==> src/rtl/adc_spi_multi_master.sv <==
`timescale 1ns/1ps
// SPI master for NUM_ADC dual-channel SAR ADCs sharing one SCLK and chip-select.
// Each frame shifts one command per ADC and captures two results per ADC in lockstep.
module adc_spi_multi_master #(
    parameter int NUM_ADC   = 2,
    parameter int CMD_W     = 16,
    parameter int DATA_LEAD = 2,
    parameter int DATA_W    = 14,
    parameter int CLK_DIV   = 4
) (
    input  logic                      clk,
    input  logic                      resetn,
    input  logic                      start,
    input  logic                      cpol,
    input  logic                      cpha,
    input  logic [NUM_ADC*CMD_W-1:0]  cmd,
    output logic                      busy,
    output logic                      done,
    output logic [NUM_ADC*DATA_W-1:0] data_a,
    output logic [NUM_ADC*DATA_W-1:0] data_b,
    output logic                      sclk,
    output logic                      ss_n,
    output logic [NUM_ADC-1:0]        mosi,
    output logic [NUM_ADC-1:0]        mosi_oe,
    input  logic [NUM_ADC-1:0]        miso_a,
    input  logic [NUM_ADC-1:0]        miso_b
);

    localparam int FRAME  = CMD_W + DATA_LEAD + DATA_W;
    localparam int EDGES  = 2 * FRAME;
    localparam int DIV_W  = $clog2(CLK_DIV);
    localparam int EDGE_W = $clog2(EDGES + 1);
    localparam int TX_W   = $clog2(CMD_W + 1);

    typedef enum logic [1:0] {IDLE, SETUP, SHIFT, HOLD} state_t;

    state_t state, state_next;

    logic [DIV_W-1:0]  div_cnt;
    logic [EDGE_W-1:0] edge_cnt;
    logic [EDGE_W-1:0] bit_idx;
    logic [TX_W-1:0]   tx_cnt;
    logic              cpol_q, cpha_q;
    logic [CMD_W-1:0]  cmd_sr [NUM_ADC];
    logic [DATA_W-1:0] rx_a   [NUM_ADC];
    logic [DATA_W-1:0] rx_b   [NUM_ADC];

    logic div_end, accept, sclk_edge, last_edge, leading, tx_step, rx_step, frame_end;

    // Even edge numbers are leading edges; cpha selects which half moves mosi.
    assign div_end   = (div_cnt == DIV_W'(CLK_DIV - 1));
    assign accept    = (state == IDLE) && start && !done;
    assign sclk_edge = (state == SHIFT) && div_end;
    assign last_edge = sclk_edge && (edge_cnt == EDGE_W'(EDGES - 1));
    assign leading   = ~edge_cnt[0];
    assign bit_idx   = {1'b0, edge_cnt[EDGE_W-1:1]};
    assign tx_step   = sclk_edge && (leading == cpha_q);
    assign rx_step   = sclk_edge && (leading != cpha_q) &&
                       (bit_idx >= EDGE_W'(CMD_W + DATA_LEAD));
    assign frame_end = (state == HOLD) && div_end;

    always_ff @(posedge clk or negedge resetn) begin
        if (!resetn) begin
            state <= IDLE;
        end else begin
            state <= state_next;
        end
    end

    always_comb begin
        state_next = state;
        case (state)
            IDLE:    if (accept)    state_next = SETUP;
            SETUP:   if (div_end)   state_next = SHIFT;
            SHIFT:   if (last_edge) state_next = HOLD;
            HOLD:    if (div_end)   state_next = IDLE;
            default:                state_next = IDLE;
        endcase
    end

    always_ff @(posedge clk or negedge resetn) begin
        if (!resetn) begin
            div_cnt  <= '0;
            edge_cnt <= '0;
            tx_cnt   <= '0;
            cpol_q   <= 1'b0;
            cpha_q   <= 1'b0;
            sclk     <= 1'b0;
            ss_n     <= 1'b1;
            busy     <= 1'b0;
            done     <= 1'b0;
            mosi     <= '0;
            mosi_oe  <= '0;
            data_a   <= '0;
            data_b   <= '0;
            for (int i = 0; i < NUM_ADC; i++) begin
                cmd_sr[i] <= '0;
                rx_a[i]   <= '0;
                rx_b[i]   <= '0;
            end
        end else begin
            done <= 1'b0;

            if (state == IDLE || div_end) begin
                div_cnt <= '0;
            end else begin
                div_cnt <= div_cnt + 1'b1;
            end

            if (state == IDLE) begin
                edge_cnt <= '0;
            end else if (sclk_edge) begin
                edge_cnt <= edge_cnt + 1'b1;
            end

            if (sclk_edge) begin
                sclk <= ~sclk;
            end else if (state == IDLE) begin
                sclk <= accept ? cpol : cpol_q;
            end

            // With cpha=0 the first command bit must already be on mosi before the first edge.
            if (accept) begin
                cpol_q  <= cpol;
                cpha_q  <= cpha;
                ss_n    <= 1'b0;
                busy    <= 1'b1;
                tx_cnt  <= cpha ? TX_W'(0) : TX_W'(1);
                mosi_oe <= cpha ? '0 : '1;
                for (int i = 0; i < NUM_ADC; i++) begin
                    mosi[i]   <= cpha ? 1'b0 : cmd[i*CMD_W + CMD_W - 1];
                    cmd_sr[i] <= cpha ? cmd[i*CMD_W +: CMD_W] : (cmd[i*CMD_W +: CMD_W] << 1);
                end
            end else if (tx_step) begin
                if (tx_cnt < TX_W'(CMD_W)) begin
                    tx_cnt  <= tx_cnt + 1'b1;
                    mosi_oe <= '1;
                    for (int i = 0; i < NUM_ADC; i++) begin
                        mosi[i]   <= cmd_sr[i][CMD_W-1];
                        cmd_sr[i] <= cmd_sr[i] << 1;
                    end
                end else begin
                    mosi    <= '0;
                    mosi_oe <= '0;
                end
            end

            if (rx_step) begin
                for (int i = 0; i < NUM_ADC; i++) begin
                    rx_a[i] <= {rx_a[i][DATA_W-2:0], miso_a[i]};
                    rx_b[i] <= {rx_b[i][DATA_W-2:0], miso_b[i]};
                end
            end

            // Results become visible only here, so partial shifts never reach the outputs.
            if (frame_end) begin
                ss_n <= 1'b1;
                busy <= 1'b0;
                done <= 1'b1;
                for (int i = 0; i < NUM_ADC; i++) begin
                    data_a[i*DATA_W +: DATA_W] <= rx_a[i];
                    data_b[i*DATA_W +: DATA_W] <= rx_b[i];
                end
            end
        end
    end

endmodule

==> config.mk <==
export PLATFORM = sky130hd
export DESIGN_NAME = adc_spi_multi_master
export DESIGN_NICKNAME = d
export VERILOG_FILES = /design/src/rtl/adc_spi_multi_master.sv
export SDC_FILE = /design/constraint.sdc
export NUM_CORES = 1
export LEC_CHECK = 0
export BUFFER_PORTS_ARGS = -buffer_cell sky130_fd_sc_hd__clkbuf_2
export CORE_UTILIZATION = 35
export DETAILED_ROUTE_END_ITERATION = 10
export SLEW_MARGIN = 25
export SYNTH_ARGS = -nofsm -noshare
export SYNTH_HDL_FRONTEND = slang
export SYNTH_SLANG_ARGS = --single-unit
==> constraint.sdc <==
create_clock -name clk -period 5.9 [get_ports clk]
set_input_delay 0.295 -clock clk [delete_from_list [all_inputs] [get_ports clk]]
set_output_delay 0.295 -clock clk [all_outputs]
set_load 0.05 [all_outputs]
# [Word-level counts from Yosys, hierarchy flattened]
# Cells that the tools add are included.
[word_totals] register_bits=170 elab_cells=89 output_inout_bits=64 in_bits=41
[op_classes] n_mux=34 magnitude_cmp=2 eq_ne=11 n_reduce_logical=17 addsub=3 bitwise=2
[op_table] cell="2-to-1 mux 32 bit" count=3
[op_table] cell="2-to-1 mux 16 bit" count=2
[op_table] cell="2-to-1 mux 2 bit" count=12
[op_table] cell="2-to-1 mux 5 bit" count=3
[op_table] cell="2-to-1 mux 7 bit" count=2
[op_table] cell="2-to-1 mux 1 bit" count=11
[op_table] cell="logical AND 1 bit" count=8
[op_table] cell="inequality test 2 bit, second input constant" count=4
[op_table] cell="case mux 2 bit (4 select lines)" count=1
[op_table] cell="nonzero test 2 bit" count=4
[op_table] cell="adder 7 x 1 -> 7 bit, second input constant" count=1
[op_table] cell="equality test 7 x 6 -> 1 bit, second input constant" count=1
[op_table] cell="equality test 2 bit, second input constant" count=3
[op_table] cell="greater-or-equal comparator 6 x 5 -> 1 bit, second input constant" count=1
[op_table] cell="adder 5 x 1 -> 5 bit, second input constant" count=1
[op_table] cell="< comparator 5 bit, second input constant" count=1
[op_table] cell="AND reduction 4 bit" count=1
[op_table] cell="adder 2 x 1 -> 2 bit, second input constant" count=1
[op_table] cell="equality test 2 x 1 -> 1 bit, second input constant" count=1
[op_table] cell="zero test 2 bit" count=1
[op_table] cell="inverter 1 bit" count=2
[op_table] cell="AND reduction 2 bit" count=1
[op_table] cell="equality test 1 bit" count=1
[op_table] cell="zero test 1 bit" count=1
[op_table] cell="other kinds (2)" count=2

# [Depth between registers and ports, before layout]
[depth] depth_word=6 ltp_mapped=8

# [Least setup slack after synthesis]
# Ideal clock, no wire load.
[synth_timing] kind="flip-flop to flip-flop" start="reg state[0]" end="reg rx_a[0] (netlist name)" path_stages_with_launch=8 arrival_time_ns=1.820 n_path_buf=2 setup_time_ns=0.125 period_less_slack_ns=1.945 slack_ns=3.955 path_cell_list="dfrtp_1 inv_1 ha_1 nand2_1 nor3_1 buf_2 buf_2 mux2_2"
[synth_between] elab_chain_len=4
[synth_rtl] item="from (decl)" line="37" text="state_t state, state_next;"
[synth_rtl] item="from (signal assigned)" line="66" text="state <= state_next;"
[synth_rtl] item="equality test 2 bit" line="53" text="assign sclk_edge = (state == SHIFT) && div_end;"
[synth_rtl] item="logical AND 1 bit" line="53"
[synth_rtl] item="logical AND 1 bit (2 in a row)" line="58" text="assign rx_step = sclk_edge && (leading != cpha_q) &&"
[synth_rtl] item="to (signal, indexed assignment)" line="150" text="rx_a[i] <= {rx_a[i][DATA_W-2:0], miso_a[i]};"
[synth_rtl] item="to (decl)" line="45" text="logic [DATA_W-1:0] rx_a [NUM_ADC];"
# Every way passes these cells.
# A chain may end at the register's enable or synchronous reset.

# [Final worst setup path]
[layout_timing] start="reg state[0]" end="reg sclk"
[layout_between] elab_chain_len=6 word_cells_on_any_way=9
[layout_rtl] item="zero test 2 bit" line="52, 118"
[layout_rtl] item="logical AND 1 bit (2 in a row)" line="52" text="assign accept = (state == IDLE) && start && !done;"
[layout_rtl] item="2-to-1 mux 1 bit"
[layout_rtl] item="2-to-1 mux 1 bit" line="118" text="end else if (state == IDLE) begin"
[layout_rtl] item="2-to-1 mux 1 bit" line="116" text="if (sclk_edge) begin"
[layout_rtl] item="to (signal assigned)" line="117" text="sclk <= ~sclk;"
[layout_rtl] item="to (signal assigned)" line="119" text="sclk <= accept ? cpol : cpol_q;"
[layout_rtl] item="to (decl)" line="21" text="output logic sclk,"
# Several ways; a longest one is shown, not always the timed one. The select of a mux whose other input is x is not followed.

==> impl_metrics.env <==
export IMPL_via_per_inst=5.02
export IMPL_crit_path_cell_trace="inv_1 -> ha_1 -> and3b_1 -> mux2_2 -> mux2i_1 -> mux2i_1"
export IMPL_synthCells=533
export IMPL_htree_levels=4
export IMPL_slowest_stage="and3b_1"
export IMPL_crit_top_cell="mux2i_1"
export IMPL_clock_skew_ns=0.0114
export IMPL_p_per_area_nw_per_um2=272
export IMPL_antenna_cells=0
export IMPL_fmax_mhz=383
export IMPL_hp_class="primary input to flip-flop"
export IMPL_dpl_cell_area_um2=7810
export IMPL_clk_path_buf_depth=2
export IMPL_io_pins=105
export IMPL_post_cts_buffers=0
export IMPL_fin_crit_sh_pct=44.2
export IMPL_crit_family="simple AND/OR/NAND/NOR gates"
export IMPL_numCtsBuffers=17
export IMPL_drtIter0Drc=228
export IMPL_antenna_found_initial=0
export IMPL_clk_pin_slew_worst_paths_ns=0.06
export IMPL_row_count=51
export IMPL_maxSlewViolCount=0
export IMPL_syn_cell_area_um2=7050
export IMPL_tns_ns=0
export IMPL_leakagePower_nw=4.20
export IMPL_grt_total_usage_pct=14.1
export IMPL_yosysWarnings=0
export IMPL_dr_pass1_iters=5
export IMPL_path_buf_inv=1
export IMPL_status="finished clean"
export IMPL_syn_nets=581
export IMPL_power_mw=2.29
export IMPL_grt_pass1_wl_um=22700
export IMPL_critPathCaptureType="flip-flop"
export IMPL_critPathMaxStageDelay_ns=0.82
export IMPL_wirelength_um=13900
export IMPL_avgSynthCellArea_um2=13.2
export IMPL_dp_hpwl_um=8900
export IMPL_maxCapViolCount=0
export IMPL_vias=4527
export IMPL_core_area_um2=19600
export IMPL_nets=674
export IMPL_numPortBuffers=104
export IMPL_path_class="flip-flop to flip-flop"
export IMPL_ant_nets=0
export IMPL_seq_area_frac_synth_pct=60.0
export IMPL_dp_slack_ns=3.29
export IMPL_arrival_ns=2.89
export IMPL_max_slew_worst_pin_slew_ns=0.864
export IMPL_cts_sinks=169
export IMPL_crit_fanout=20
export IMPL_start_util_pct=36.0
export IMPL_rsz0062_at_grt="false"
export IMPL_fin_area_um2=8410
export IMPL_final_hold_violation_count=0
export IMPL_die_h_um=144
export IMPL_die_area_um2=20700
export IMPL_clk_latency_ns=0.41
export IMPL_critPathLaunchType="flip-flop"
export IMPL_cts_hold_repair_buffers=0
export IMPL_die_w_um=144
export IMPL_overflow=0
export IMPL_yosysUniqueCellTypes=37
export IMPL_max_vdd_ir_drop_mv=0.189
export IMPL_timing_final_crit_period_ns=2.61
export IMPL_grt_max_degree=104
export IMPL_tritoncts="built"
export IMPL_fin_ws_ns=3.29
export IMPL_cts_resized=0
export IMPL_synth_seq_cells=169
export IMPL_drive_gt1_share_pct=42.5
export IMPL_whs_ns=0.117
export IMPL_grt_pass1_vias=4625
export IMPL_synthToLayoutAreaGrowth_pct=19.3
export IMPL_maxSlewHeadroom_pct=42.4
export IMPL_drc=0
export IMPL_clock_tree_root_cell="clkbuf_16"
export IMPL_place_congestion=0.760
export IMPL_finalSetupViolations=0
export IMPL_wl_per_cell_um=15.4
export IMPL_required_ns=6.18
routing by layer:
layer / global-route usage (%) / up-vias / wire length [um]
met5: 0 / - / 0
li1: - / 2100 / -
met3: 4.90 / 11 / 914
met2: 22.6 / 116 / 6440
met1: 17.8 / 2300 / 6390
met4: 4.20 / 0 / 128
final cells by class:
type	count	area [um^2]
clock inverters	8	87.6
repair buffers	111	602
fillers	1846	11200
well taps	265	332
multi-input cells	323	2670
flip-flops and latches	169	4230
inverters	4	15.0
clock buffers	21	480
state kept, by name, summed over array words and instances (netlist names), 2 cells and up:
signal,count
cmd_sr,32
data_a,28
data_b,28
div_cnt,2
edge_cnt,7
mosi,2
rx_a,28
rx_b,28
state,2
tx_cnt,5
report_power, final:
group / internal (mW) / total (mW) / switching [mW]
Combinational: 0.0214 / 0.0621 / 0.0407
Clock: 0.624 / 1.06 / 0.440
Sequential: 1.16 / 1.16 / 0
Total: 1.80 / 2.29 / 0.481
final timing paths:
| path | cells after the start | from | slack, ns | end |
|---|---|---|---|---|
| hold / removal | 2 | miso_a[1] | 0.12 | rx_a[0] |
| min in group asynchronous | 2 | resetn | 0.31 | busy |
| max in group asynchronous | 3 | resetn | 4.44 | rx_b[10] |
| hold reg to reg | 1 | div_cnt[0] | 0.44 | div_cnt[0] |
| setup / recovery | 6 | state[0] | 3.29 | sclk |
| setup reg to reg | 6 | state[0] | 3.29 | sclk |
per-stage QoR:
step,utilization [%],std cells
after floorplan,-,533
after global placement,39.9,870
after detailed placement,39.9,870
after global routing,43.0,901
final,43.0,901
after CTS,42.8,899
layout by cell type (no fill, tap or decap), types with 4 or more instances in the layout:
master     instances
dfrtp_1          168
mux2_2           113
clkbuf_2         103
nand3_1           38
o211ai_1          28
nand2_1           23
mux2i_1           20
clkbuf_16         17
o221ai_1          14
or2_2             12
nor2_1            12
a21oi_1           11
o21ai_0            7
ha_1               7
xor2_1             6
buf_4              5
inv_1              4
clkbuf_8           4
synthesized netlist by cell type, drive strengths merged:
master / number / area share (%)
o211ai: 28 / 3.0
dfrtp: 168 / 60
o21bai: 1 / 0.11
inv: 4 / 0.21
nand4: 3 / 0.27
a21o: 1 / 0.11
a31o: 1 / 0.12
buf: 19 / 1.2
xor2: 6 / 0.74
mux2i: 20 / 2.8
mux2: 113 / 18
o21ai: 7 / 0.50
xnor2: 3 / 0.37
and3b: 1 / 0.12
nor3b: 1 / 0.11
nand2: 24 / 1.3
o31ai: 1 / 0.11
and3: 1 / 0.089
nand3b: 3 / 0.32
nand3: 38 / 2.7
a31oi: 3 / 0.27
nor3: 3 / 0.21
nand4b: 1 / 0.12
nand2b: 1 / 0.089
or3: 4 / 0.35
nor2: 12 / 0.64
a41oi: 1 / 0.12
or2: 12 / 1.1
and2: 1 / 0.089
dfstp: 1 / 0.37
o221ai: 14 / 1.7
clkbuf: 18 / 0.96
a21oi: 11 / 0.78
a21boi: 1 / 0.11
ha: 7 / 1.2
logic make-up (layout without fill, tap and decap cells):
group / Yosys count / in the layout / synth area share [%]
xor gates and xnor gates: 9 / 9 / 1.12
DFF: 169 / 169 / 60.0
and+or+nand+nor: 105 / 105 / 7.45
muxes: 133 / 133 / 20.9
adders and majority gates: 7 / 7 / 1.24
AOI/OAI and AO/OA: 69 / 69 / 6.94
buffers and inverters: 41 / 144 / 2.41
(Power assumes the default switching activity.)
